File: src/rtl/sub_32bit_pipe_pkg.sv
// Shared widths and pipeline stage record types for the 32-bit pipelined subtractor.
package sub_pkg;

    localparam int unsigned HALF_W = 16;
    localparam int unsigned FULL_W = 32;

    // Stage 1: low-half difference, carry into the high half, and the high-half operands.
    typedef struct packed {
        logic [HALF_W-1:0] lo_sum;
        logic              c16;
        logic [HALF_W-1:0] hiA;
        logic [HALF_W-1:0] hiNB;
    } s1_t;

    // Stage 2: full difference and borrow out.
    typedef struct packed {
        logic [FULL_W-1:0] diff;
        logic              borrow;
    } s2_t;

endpackage

File: src/rtl/sub_32bit_pipe_cla.sv
// 16-bit carry-lookahead adder computing a + nb + cin.
// It is built from four 4-bit groups with group generate/propagate and lookahead between groups.
module cla_sub_16
    import sub_pkg::*;
(
    input  logic [HALF_W-1:0] a,
    input  logic [HALF_W-1:0] nb,
    input  logic              cin,
    output logic [HALF_W-1:0] s,
    output logic              cout
);

    logic [HALF_W-1:0] p;
    logic [HALF_W-1:0] g;
    logic [3:0]        grp_g;
    logic [3:0]        grp_p;
    logic [4:0]        grp_c;
    logic [HALF_W:0]   c;

    // Bit propagate/generate, group terms, inter-group lookahead, then in-group carries.
    always_comb begin
        p     = a ^ nb;
        g     = a & nb;
        grp_g = '0;
        grp_p = '1;
        grp_c = '0;
        c     = '0;
        for (int unsigned k = 0; k < 4; k++) begin
            for (int unsigned j = 0; j < 4; j++) begin
                grp_g[k] = g[4*k+j] | (p[4*k+j] & grp_g[k]);
                grp_p[k] = grp_p[k] & p[4*k+j];
            end
        end
        grp_c[0] = cin;
        for (int unsigned k = 0; k < 4; k++) begin
            grp_c[k+1] = grp_g[k] | (grp_p[k] & grp_c[k]);
        end
        for (int unsigned k = 0; k < 4; k++) begin
            c[4*k] = grp_c[k];
            for (int unsigned j = 0; j < 3; j++) begin
                c[4*k+j+1] = g[4*k+j] | (p[4*k+j] & c[4*k+j]);
            end
        end
        c[HALF_W] = grp_c[4];
        s    = p ^ c[HALF_W-1:0];
        cout = grp_c[4];
    end

endmodule

File: src/rtl/sub_32bit_pipe.sv
// Two-stage pipelined 32-bit subtractor D = A - B with borrow out and valid/ready flow control.
// Optional feature macro: SUB_32BIT_PIPE_OVF_EN adds the registered signed-overflow output OVF.
module sub_32bit_pipe
    import sub_pkg::*;
(
    input  logic              clk,
    input  logic              rst_n,
    input  logic              in_valid,
    output logic              in_ready,
    input  logic [FULL_W-1:0] A,
    input  logic [FULL_W-1:0] B,
    output logic              out_valid,
    input  logic              out_ready,
    output logic [FULL_W-1:0] D,
`ifdef SUB_32BIT_PIPE_OVF_EN
    output logic              OVF,
`endif
    output logic              B32
);

    s1_t               s1_q;
    s2_t               s2_q;
    logic              s1_valid;
    logic              s2_valid;
    logic              s1_adv;
    logic              s2_adv;
    logic [HALF_W-1:0] lo_nb;
    logic [HALF_W-1:0] lo_sum;
    logic              lo_cout;
    logic [HALF_W-1:0] hi_sum;
    logic              hi_cout;

    assign lo_nb = ~B[HALF_W-1:0];

    cla_sub_16 u_lo (
        .a    (A[HALF_W-1:0]),
        .nb   (lo_nb),
        .cin  (1'b1),
        .s    (lo_sum),
        .cout (lo_cout)
    );

    cla_sub_16 u_hi (
        .a    (s1_q.hiA),
        .nb   (s1_q.hiNB),
        .cin  (s1_q.c16),
        .s    (hi_sum),
        .cout (hi_cout)
    );

    // Handshake: a stage advances when it is empty or its successor advances.
    always_comb begin
        s2_adv   = ~s2_valid | out_ready;
        s1_adv   = ~s1_valid | s2_adv;
        in_ready = s1_adv;
    end

    // Stage 1: low-half subtraction and high-half operand capture.
    always_ff @(posedge clk or negedge rst_n) begin
        if (!rst_n) begin
            s1_valid <= 1'b0;
            s1_q     <= '0;
        end else begin
            if (s1_adv) s1_valid <= in_valid;
            if (s1_adv && in_valid) begin
                s1_q.lo_sum <= lo_sum;
                s1_q.c16    <= lo_cout;
                s1_q.hiA    <= A[FULL_W-1:HALF_W];
                s1_q.hiNB   <= ~B[FULL_W-1:HALF_W];
            end
        end
    end

    // Stage 2: high-half subtraction; bubbles never overwrite a held result.
    always_ff @(posedge clk or negedge rst_n) begin
        if (!rst_n) begin
            s2_valid <= 1'b0;
            s2_q     <= '0;
        end else begin
            if (s2_adv) s2_valid <= s1_valid;
            if (s2_adv && s1_valid) begin
                s2_q.diff   <= {hi_sum, s1_q.lo_sum};
                s2_q.borrow <= ~hi_cout;
            end
        end
    end

`ifdef SUB_32BIT_PIPE_OVF_EN
    logic s1_sx;
    logic ovf_q;

    // Overflow path: operand sign difference travels with stage 1, overflow registers with D.
    always_ff @(posedge clk or negedge rst_n) begin
        if (!rst_n) begin
            s1_sx <= 1'b0;
            ovf_q <= 1'b0;
        end else begin
            if (s1_adv && in_valid) s1_sx <= A[FULL_W-1] ^ B[FULL_W-1];
            if (s2_adv && s1_valid) ovf_q <= s1_sx & (s1_q.hiA[HALF_W-1] ^ hi_sum[HALF_W-1]);
        end
    end

    assign OVF = ovf_q;
`endif

    assign out_valid = s2_valid;
    assign D         = s2_q.diff;
    assign B32       = s2_q.borrow;

endmodule

File: config.mk
export PLATFORM = sky130hd
export DESIGN_NAME = sub_32bit_pipe
export DESIGN_NICKNAME = d
export VERILOG_FILES = /design/src/rtl/sub_32bit_pipe_pkg.sv /design/src/rtl/sub_32bit_pipe_cla.sv /design/src/rtl/sub_32bit_pipe.sv
export SDC_FILE = /design/constraint.sdc
export NUM_CORES = 1
export LEC_CHECK = 0
export BUFFER_PORTS_ARGS = -buffer_cell sky130_fd_sc_hd__buf_2
export CORE_ASPECT_RATIO = 0.5
export CORE_MARGIN = 10
export CORE_UTILIZATION = 50
export CTS_BUF_LIST = sky130_fd_sc_hd__clkbuf_8 sky130_fd_sc_hd__clkbuf_16
export CTS_CLUSTER_DIAMETER = 30
export DETAILED_ROUTE_END_ITERATION = 16
export PLACE_DENSITY = 0.83
export SLEW_MARGIN = 20
export SYNTH_ARGS = -nofsm -noshare
export SYNTH_HDL_FRONTEND = slang
export SYNTH_SLANG_ARGS = --single-unit
File: constraint.sdc
create_clock -name clk -period 3.05 [get_ports clk]
set_input_delay 0.61 -clock clk [delete_from_list [all_inputs] [get_ports clk]]
set_output_delay 0.61 -clock clk [all_outputs]
set_load 0.01 [all_outputs]
==> impl_metrics.py, run 1 <==
metrics = {
    "logic_synthesis": {
        "ys.flop_type": "dfrtp_1",
        "syn_avg_cell_area_um2": 11.9,
        "netlist_area_um2": 4450,
        "ys_seq_elements": 84,
        "synth_edf_count": 0,
        "synth_seq_area_share": 0.472,
        "syn_nets": 497,
        "yosysWarnings": 0,
        "synthCells": 373,
        "async_flop_share": 1.00,
        "yosysUniqueCellTypes": 39,
    },
    "route": {
        "drtAntennaViolNets": 0,
        "finalWirelength_um": 9240,
        "vias": 2981,
        "via_per_inst": 4.89,
        "drc": 0,
        "wl_per_cell_um": 15.1,
        "drt_iter0_drc": 133,
        "drtPass1Iterations": 4,
    },
    "hold_path": {
        "min_path_type": "input pin to asynchronous set/reset pin",
    },
    "setup_path": {
        "crit_path_cell_trace": "ha_1 -> a21oi_1 -> nor2b_1 -> o31ai_2 -> nand3b_1 -> fa_1 -> fa_1 -> fa_1 -> mux2_2",
        "critPathMaxStageDelay_ps": 430,
        "path_class": "flop to flop",
        "cp_max_fo": 3,
        "reg2reg_slack_ps": 90,
        "critPathLaunch": "s1_q[18]",
        "worstPathArrival_ps": 3170,
        "required_ps": 3260,
        "cp-end-kind": "flop",
        "crit_path_top_delay_cell": "fa_1",
        "timing.rr.start": "s1_q[18]",
        "critPathLaunchType": "flop",
        "cp_common_cell": "fa_1",
    },
    "status": {
        "status": "finished clean",
    },
    "placement": {
        "hpwl_um": 7220,
        "post_dp_cell_area_um2": 5130,
        "place_ws_ps": -127,
        "dpl.cell_count": 593,
        "placement.io_buffers": 102,
        "gp_congestion": 0.778,
    },
    "timing": {
        "slew_headroom": 0.367,
        "min_period_ps": 2960,
        "setup_ws_ps": 90.1,
        "finalSetupViolCount": 0,
        "drv_slew": 0,
        "period_share": 0.970,
        "fmaxAchievable_mhz": 338,
        "tightest_slew_ps": 945,
        "clock_skew_ps": 7.01,
        "hold_violations": 0,
    },
    "final_layout": {
        "diodes": 0,
        "area_growth_pct": 22.3,
        "design_area_um2": 5440,
        "fin_cells": 610,
        "final_nets": 613,
        "utilization": 0.627,
        "nFillCells": 727,
        "regArea_um2": 2100,
        "multiInputGateArea_um2": 2170,
        "final_layout_size_suffix_gt1_frac": 0.381,
    },
    "pwr": {
        "p_leak_nw": 2.71,
        "clkPwrFrac": 0.268,
        "seqPwrFrac": 0.434,
        "power.density_nw_per_um2": 671,
        "vdd.ir_drop.worst_uv": 425,
        "p_int_mw": 2.53,
        "p_sw_mw": 1.12,
        "finalPower_mw": 3.65,
        "combPwrFrac": 0.298,
        "switching_share": 0.307,
    },
    "cts": {
        "cts_buffers": 9,
        "htreeDepth": 3,
        "cts.sinks": 84,
        "cts_root_buffer": "clkbuf_16",
        "cts_tree": "yes",
        "cts_buffer_depth": 2,
        "cts.reportedPaths.clkPinSlew_ps": 60,
        "insertion_delay_ps": 330,
    },
    "die": {
        "die_x_um": 153,
        "start_util": 0.513,
        "io_pins": 103,
        "coreArea_um2": 8680,
        "dieArea_um2": 13300,
        "die_h_um": 86.7,
        "rows": 24,
    },
    "global_route": {
        "grt_pass1_vias": 3271,
        "grt_max_degree": 85,
        "antenna_found_initial": 0,
        "grt_overflow": 0,
        "track_usage": 0.140,
        "grt_pass1_wl_um": 15500,
    },
    "job": {
        "cap_violations": 0,
    },
}
## power by group through the flow
stage               combinational (mW)  clock (mW)  sequential, mW
finish                            1.09       0.978            1.59
floorplan                        0.576           0            1.66
detailed placement                1.10           0            1.61
global route                      1.23        1.05            1.63
global placement                  1.04           0            1.59
CTS                               1.10        1.01            1.59
## timing repair
item / in CTS / in global routing
setup buffers: 0 / 2
pin swaps: 0 / 3
hold buffers: 0 / 0
cloned: 0 / 0
setup endpoints to repair: 4 / 6
resized for setup: 2 / 6
## flip-flops by register name, indices dropped and copies added (netlist names)
signal / cells
B32: 1
D: 32
out_valid: 1
s1_q: 49
s1_valid: 1
## placed cells by master (no fill, tap or decap), types with 2 or more instances in the layout
cell,Yosys,routed
a21oi_1,11,9
a21oi_2,0,2
a22oi_1,2,2
buf_2,5,101
buf_4,2,15
clkbuf_16,0,9
clkbuf_8,0,2
clkinv_2,0,2
dfrtp_1,84,84
fa_1,23,20
fa_2,0,3
ha_1,33,32
inv_1,33,35
mux2_2,44,44
nand2_1,46,46
nand2b_1,3,3
nand3_1,5,5
nand4_1,2,2
nor2_1,4,4
nor3_1,4,3
o21ai_0,39,39
o21ai_1,2,2
xnor2_1,5,5
xor2_1,3,3
## worst max-delay path: cells and delay by family (launching register included)
kind            cells  cell delay, ps
mux                 1             270
simple gates        2             210
compound gates      2             390
flops               1             410
fa+ha+maj           4            1550
## layout make-up
cell class              instances  area share
well taps                     117      0.0269
clock inverters                 4     0.00322
flip-flops and latches         84       0.386
multi-input cells             244       0.399
inverters                      33      0.0228
repair buffers                117       0.116
clock buffers                  11      0.0464
## cells in the mapped netlist (3+ instances only)
library cell | n | area [um^2]
mux2_2 | 44 | 495
ha_1 | 33 | 413
xor2_1 | 3 | 26.3
buf_2 | 5 | 25.0
fa_1 | 23 | 460
nand2_1 | 46 | 173
buf_6 | 3 | 33.8
nand3_1 | 5 | 25.0
nand2b_1 | 3 | 18.8
inv_1 | 33 | 124
xnor2_1 | 5 | 43.8
nor2_1 | 4 | 15.0
dfrtp_1 | 84 | 2100
a21oi_1 | 11 | 55.1
nor3_1 | 4 | 20.0
o21ai_0 | 39 | 195
## path summary, 6_finish.rpt
path                       endpoint  cells after the start
hold reg to reg               D[31]                      2
max in group asynchronous     D[22]                      1
setup reg to reg              D[30]                      9
hold / removal                 D[1]                      1
min in group clk           s1_q[10]                      2
setup / recovery              D[30]                      9
## kinds of logic (layout without fill, tap and decap cells)
| kind of cell | count (synthesis) | count (layout) | synth area share |
|---|---|---|---|
| AND/OR/NAND/NOR | 73 | 73 | 0.0790 |
| adder cells (fa/ha/maj) | 56 | 56 | 0.196 |
| flip-flops | 84 | 84 | 0.472 |
| multiplexers | 44 | 44 | 0.111 |
| AO/OA/AOI/OAI | 63 | 63 | 0.0795 |
| buffers and inverters | 45 | 165 | 0.0461 |
| XOR/XNOR | 8 | 8 | 0.0157 |
## stage by stage
step | setup TNS [ps] | hold WS [ps]
final | 0 | 332
after global routing | -22.3 | 395
after CTS | 0 | 457
after detailed placement | -400 | 466
after global placement | -95.7 | 458
after floorplan | 0 | 314
## metal layers
layer | vias to the layer above | GRT usage | wire length (um)
li1 | 1490 | - | -
met1 | 1432 | 0.161 | 3950
met2 | 52 | 0.252 | 4830
met3 | 7 | 0.0366 | 370
met4 | 0 | 0.0435 | 94
met5 | - | 0 | 0
(Power assumes the default switching activity.)
==> run 2, diff against run 1 <==
--- a/config.mk
+++ b/config.mk
@@ -8,11 +8,12 @@
 export BUFFER_PORTS_ARGS = -buffer_cell sky130_fd_sc_hd__buf_2
 export CORE_ASPECT_RATIO = 0.5
 export CORE_MARGIN = 10
-export CORE_UTILIZATION = 50
+export CORE_UTILIZATION = 54
 export CTS_BUF_LIST = sky130_fd_sc_hd__clkbuf_8 sky130_fd_sc_hd__clkbuf_16
 export CTS_CLUSTER_DIAMETER = 30
 export DETAILED_ROUTE_END_ITERATION = 16
-export PLACE_DENSITY = 0.83
+export GPL_TIMING_DRIVEN = 0
+export PLACE_DENSITY = 0.88
 export SLEW_MARGIN = 20
 export SYNTH_ARGS = -nofsm -noshare
 export SYNTH_HDL_FRONTEND = slang
==> run 2 against run 1 <==
Net effect: via count up 2.7%; core utilization is 6.0 points higher; cell count shrank 0.98%; critical endpoint unchanged; critical path depth is the same; largest cell class unchanged; largest power group unchanged; non-clock buffer count shrank 2; maximum frequency shrank 0.24%; final area rose by 0.94%; first-iteration DRC count shrank 29%; die area is 6.1% lower.
==> impl_metrics.py, run 2 (same netlist as run 1, synthesis figures left out) <==
metrics = {
    "placement": {
        "gp_congestion": 0.776,
        "post_dp_cell_area_um2": 5130,
        "hpwl_um": 7860,
        "placement.io_buffers": 102,
    },
    "cts": {
        "insertion_delay_ps": 330,
        "cts_tree": "yes",
        "postCtsSetupRepairBufs": 0,
        "cts.sinks": 84,
        "cts.reportedPaths.clkPinSlew_ps": 60,
        "cts_buffer_depth": 2,
        "cts_buffers": 9,
        "cts_root_buffer": "clkbuf_16",
        "htreeDepth": 3,
        "ctsHoldBuffers": 0,
    },
    "timing": {
        "min_period_ps": 2970,
        "finalSetupViolCount": 0,
        "clock_skew_ps": 4.02,
        "drv_slew": 0,
        "rsz0062_at_grt": "true",
        "fmaxAchievable_mhz": 337,
        "period_share": 0.973,
        "tightest_slew_ps": 425,
        "fin_worst_hold_slack_ps": 198,
        "hold_violations": 0,
        "slew_headroom": 0.709,
    },
    "setup_path": {
        "critPathLaunchType": "flop",
        "required_ps": 3260,
        "r2r_end": "D[30]",
        "worst-r2r-cell-count": 9,
        "cp_max_fo": 3,
        "path_class": "flop to flop",
        "worstPathArrival_ps": 3180,
        "cp-end-kind": "flop",
        "timing.rr.start": "s1_q[3]",
        "reg2reg_slack_ps": 80,
    },
    "die": {
        "rows": 23,
        "die_h_um": 84.2,
        "start_util": 0.556,
        "die_x_um": 148,
        "coreArea_um2": 8000,
        "io_pins": 103,
        "dieArea_um2": 12500,
    },
    "final_layout": {
        "final_cell_mix": "buf_2, dfrtp_1, nand2_1",
        "final_layout_size_suffix_gt1_frac": 0.384,
        "regMostFlops": "s1_q",
        "largest_reg_flops": 49,
        "final_nets": 611,
        "diodes": 0,
        "area_growth_pct": 23.4,
        "design_area_um2": 5500,
        "final_common_cell": "buf_2",
    },
    "route": {
        "vias": 3061,
        "via_per_inst": 5.07,
        "finalWirelength_um": 10100,
        "drtAntennaViolNets": 0,
        "drtPass1Iterations": 4,
        "wl_per_cell_um": 16.7,
        "drc": 0,
        "drt_iter0_drc": 94,
    },
    "global_route": {
        "grt_pass1_wl_um": 16800,
        "grt_max_degree": 58,
        "track_usage": 0.166,
        "antenna_found_initial": 0,
        "grt_pass1_vias": 3530,
        "grt_overflow": 0,
    },
    "pwr": {
        "power.density_nw_per_um2": 700,
        "p_leak_nw": 2.72,
        "vdd.ir_drop.worst_uv": 388,
    },
    "hold_path": {
        "min_path_type": "input pin to asynchronous set/reset pin",
    },
    "job": {
        "cap_violations": 0,
    },
    "status": {
        "status": "finished clean",
    },
}
-- run 2: cell types whose count changed in the layout (fill, tap and decap cells not counted), sizes merged --
cell and change:
buf -4, bufinv +2, clkbuf +1, clkinv +1
inv -1
-- run 2: worst max-delay path, stage by stage, from the launching register on --
cell and delay [ps]:
dfrtp_1 390, ha_1 350, nand3_1 130, nor2_2 60, o31ai_2 310, nand3b_1 150, fa_2 390, fa_2 370
fa_2 420, mux2_2 280
-- run 2: stage by stage --
stage | utilization | cells | power [mW] | setup WS (ps) | setup TNS, ps
after floorplan | - | 373 | 2.24 | 154 | 0
after global placement | 0.638 | 587 | 2.63 | -123 | -296
after detailed placement | 0.642 | 588 | 2.72 | -192 | -643
after CTS | 0.683 | 604 | 3.88 | -51.7 | -51.7
after global routing | 0.687 | 604 | 4.10 | -31.3 | -31.3
final | 0.687 | 604 | 3.85 | 83.0 | 0
-- run 2: cell type report --
cell class,count,area (um^2)
timing repair buffer,103,541
inverter,33,124
buffer,12,81.3
clock buffer,10,239
sequential,84,2100
multi-input combinational,244,2190
clock inverter,6,78.8
tap,112,140
fill,626,2500
-- run 2: what timing repair did --
| item | in CTS | in global routing |
|---|---|---|
| gates resized for setup | 2 | 10 |
| setup endpoints to repair | 4 | 6 |
| pin swaps | 0 | 7 |
-- run 2: per-layer routing --
metal,wire [um],GRT usage,vias to the layer above
li1,-,-,1492
met3,358,0.0428,18
met2,5380,0.306,58
met4,209,0.0608,0
met1,4120,0.181,1493
met5,0,0,-
-- run 2: worst max path at each step --
| stage | from | to | cells after the start |
|---|---|---|---|
| finish | s1_q[3] | D[30] | 9 |
| global route | s1_q[0] | D[30] | 9 |
| CTS | s1_q[0] | D[30] | 9 |
| detailed placement | B[10] | s1_q[48] | 12 |
| global placement | B[10] | s1_q[48] | 12 |
| floorplan | B[11] | s1_q[48] | 11 |
-- run 2: power breakdown --
part	leakage, nW	internal, mW	switching, mW
clock	0.163	0.731	0.411
sequential	1.01	1.41	0.182
combinational	1.55	0.548	0.568
==> run 3, diff against run 2 <==
--- a/config.mk
+++ b/config.mk
@@ -14,6 +14,7 @@
 export DETAILED_ROUTE_END_ITERATION = 16
 export GPL_TIMING_DRIVEN = 0
 export PLACE_DENSITY = 0.88
+export RECOVER_POWER = 100
 export SLEW_MARGIN = 20
 export SYNTH_ARGS = -nofsm -noshare
 export SYNTH_HDL_FRONTEND = slang
==> run 3 against run 2 <==
Net effect: the run now ends with capacitance limit, slew limit left; clock skew barely moved; cell count did not move; count of clock-buffer cells in the layout is the same; setup slack lost 4.3 ps; first-iteration DRC count grew 46%; largest power group unchanged; highest routed layer unchanged.
==> impl_metrics.py, run 3 (same netlist as run 1, synthesis figures left out) <==
metrics = {
    "hold_path": {
        "min_path_type": "input pin to flop",
        "hold_end": "s1_q[11]",
        "hold_start": "B[27]",
        "min_delay_path_depth": 2,
    },
    "timing": {
        "slew_headroom": -0.0363,
        "finalSetupTns_ps": 0,
        "drv_slew": 28,
        "tightest_slew_ps": 1550,
        "rsz0062_at_grt": "true",
        "hold_violations": 0,
        "period_share": 0.974,
        "clock_skew_ps": 4.26,
        "fmaxAchievable_mhz": 337,
        "finalSetupViolCount": 0,
        "min_period_ps": 2970,
    },
    "global_route": {
        "grt_pass1_vias": 3530,
        "grt_max_degree": 58,
        "track_usage": 0.166,
        "grt_overflow": 0,
        "antenna_found_initial": 0,
        "grt_pass1_wl_um": 16800,
    },
    "placement": {
        "hpwl_um": 7860,
        "placement.io_buffers": 102,
        "gp_congestion": 0.776,
        "dpl.cell_count": 588,
    },
    "status": {
        "violations": "capacitance limit, slew limit",
        "status": "finished with violations",
    },
    "setup_path": {
        "worst-path-stages": 9,
        "critPathLaunchType": "flop",
        "required_ps": 3260,
        "cp_common_cell": "fa_2",
        "timing.rr.start": "s1_q[0]",
        "r2r_end": "D[30]",
        "reg2reg_slack_ps": 80,
        "path_class": "flop to flop",
        "crit_path_top_delay_cell": "fa_2",
        "worst-r2r-cell-count": 9,
        "cp_top_family": "adder cells",
        "cp_max_fo": 3,
        "crit_path_cell_trace": "ha_1 -> a21oi_2 -> nor2_2 -> o31ai_2 -> nand3b_1 -> fa_2 -> fa_2 -> fa_2 -> mux2_2",
        "cp-end-kind": "flop",
        "critPathMaxStageDelay_ps": 430,
        "worstPathArrival_ps": 3180,
        "timing.critical_path.buf_inv": 0,
    },
    "final_layout": {
        "area_growth_pct": 21.3,
        "fin_cells": 604,
        "final_common_cell": "dfrtp_1",
        "diodes": 0,
        "final_cell_mix": "dfrtp_1, buf_2, nand2_1",
        "regArea_um2": 2100,
        "nFillCells": 661,
        "multiInputGateArea_um2": 2160,
        "largest_reg_flops": 49,
        "final_nets": 611,
        "regMostFlops": "s1_q",
        "final_layout_size_suffix_gt1_frac": 0.295,
    },
    "job": {
        "cap_violations": 1,
    },
    "cts": {
        "postCtsSetupRepairBufs": 0,
        "cts_buffer_depth": 2,
        "cts_tree": "yes",
        "cts_root_buffer": "clkbuf_16",
        "insertion_delay_ps": 330,
        "cts_buffers": 9,
        "cts.sinks": 84,
        "cts.reportedPaths.clkPinSlew_ps": 60,
        "htreeDepth": 3,
    },
    "die": {
        "coreArea_um2": 8000,
        "io_pins": 103,
        "dieArea_um2": 12500,
        "die_x_um": 148,
        "die_h_um": 84.2,
        "start_util": 0.556,
        "rows": 23,
    },
    "pwr": {
        "finalPower_mw": 3.80,
        "p_leak_nw": 2.58,
        "power.density_nw_per_um2": 703,
        "vdd.ir_drop.worst_uv": 381,
    },
    "route": {
        "finalWirelength_um": 10100,
        "drt_iter0_drc": 137,
        "drc": 0,
        "wl_per_cell_um": 16.7,
        "vias": 3072,
        "drtAntennaViolNets": 0,
        "via_per_inst": 5.09,
        "drtPass1Iterations": 4,
    },
}
## run 3: final cells by class
type,count,share of cell area
buffer,12,0.0107
timing repair buffer,103,0.0915
inverter,33,0.0229
sequential,84,0.389
multi-input combinational,244,0.401
clock buffer,10,0.0443
tap,112,0.0259
clock inverter,6,0.0146
## run 3: how the worst max path moves through the flow
stage / start / to / slack (ps)
final: s1_q[0] / D[30] / 80
after global routing: s1_q[0] / D[30] / -30
after CTS: s1_q[0] / D[30] / -50
after detailed placement: B[10] / s1_q[48] / -190
after global placement: B[10] / s1_q[48] / -120
after floorplan: B[11] / s1_q[48] / 150
## run 3: metal layers
metal  part of all wire  GRT usage  up-vias
li1                   -          -     1494
met1               0.41      0.181     1503
met2               0.54      0.306       58
met3              0.038     0.0428       17
met4              0.018     0.0608        0
met5                  0          0        -
## run 3: worst reg2reg max path: cells and delay by family, from the launching register on
kind,cells,cell delay [ps]
flip-flops,1,400
multiplexers,1,280
AO/OA/AOI/OAI,2,450
AND/OR/NAND/NOR,2,220
adder cells (fa/ha/maj),4,1510
## run 3: stage by stage
step	utilization	hold WS [ps]	setup WS, ps	area, um^2
finish	0.675	463	78.7	5400
global route	0.675	455	-31.3	5400
CTS	0.683	204	-51.7	5460
detailed placement	0.642	474	-192	5130
global placement	0.638	458	-123	5100
floorplan	-	314	154	4450
## run 3: what timing repair did
| action | 4_1_cts | 5_1_grt |
|---|---|---|
| hold buffers | 0 | 0 |
| pin swaps | 0 | 7 |
| resized for setup | 2 | 10 |
| endpoints found under the setup margin | 4 | 6 |
## run 3: where the power goes
group,internal [mW],switching (mW)
registers,1.41,0.186
clock network,0.731,0.414
logic,0.491,0.567
total,2.63,1.17
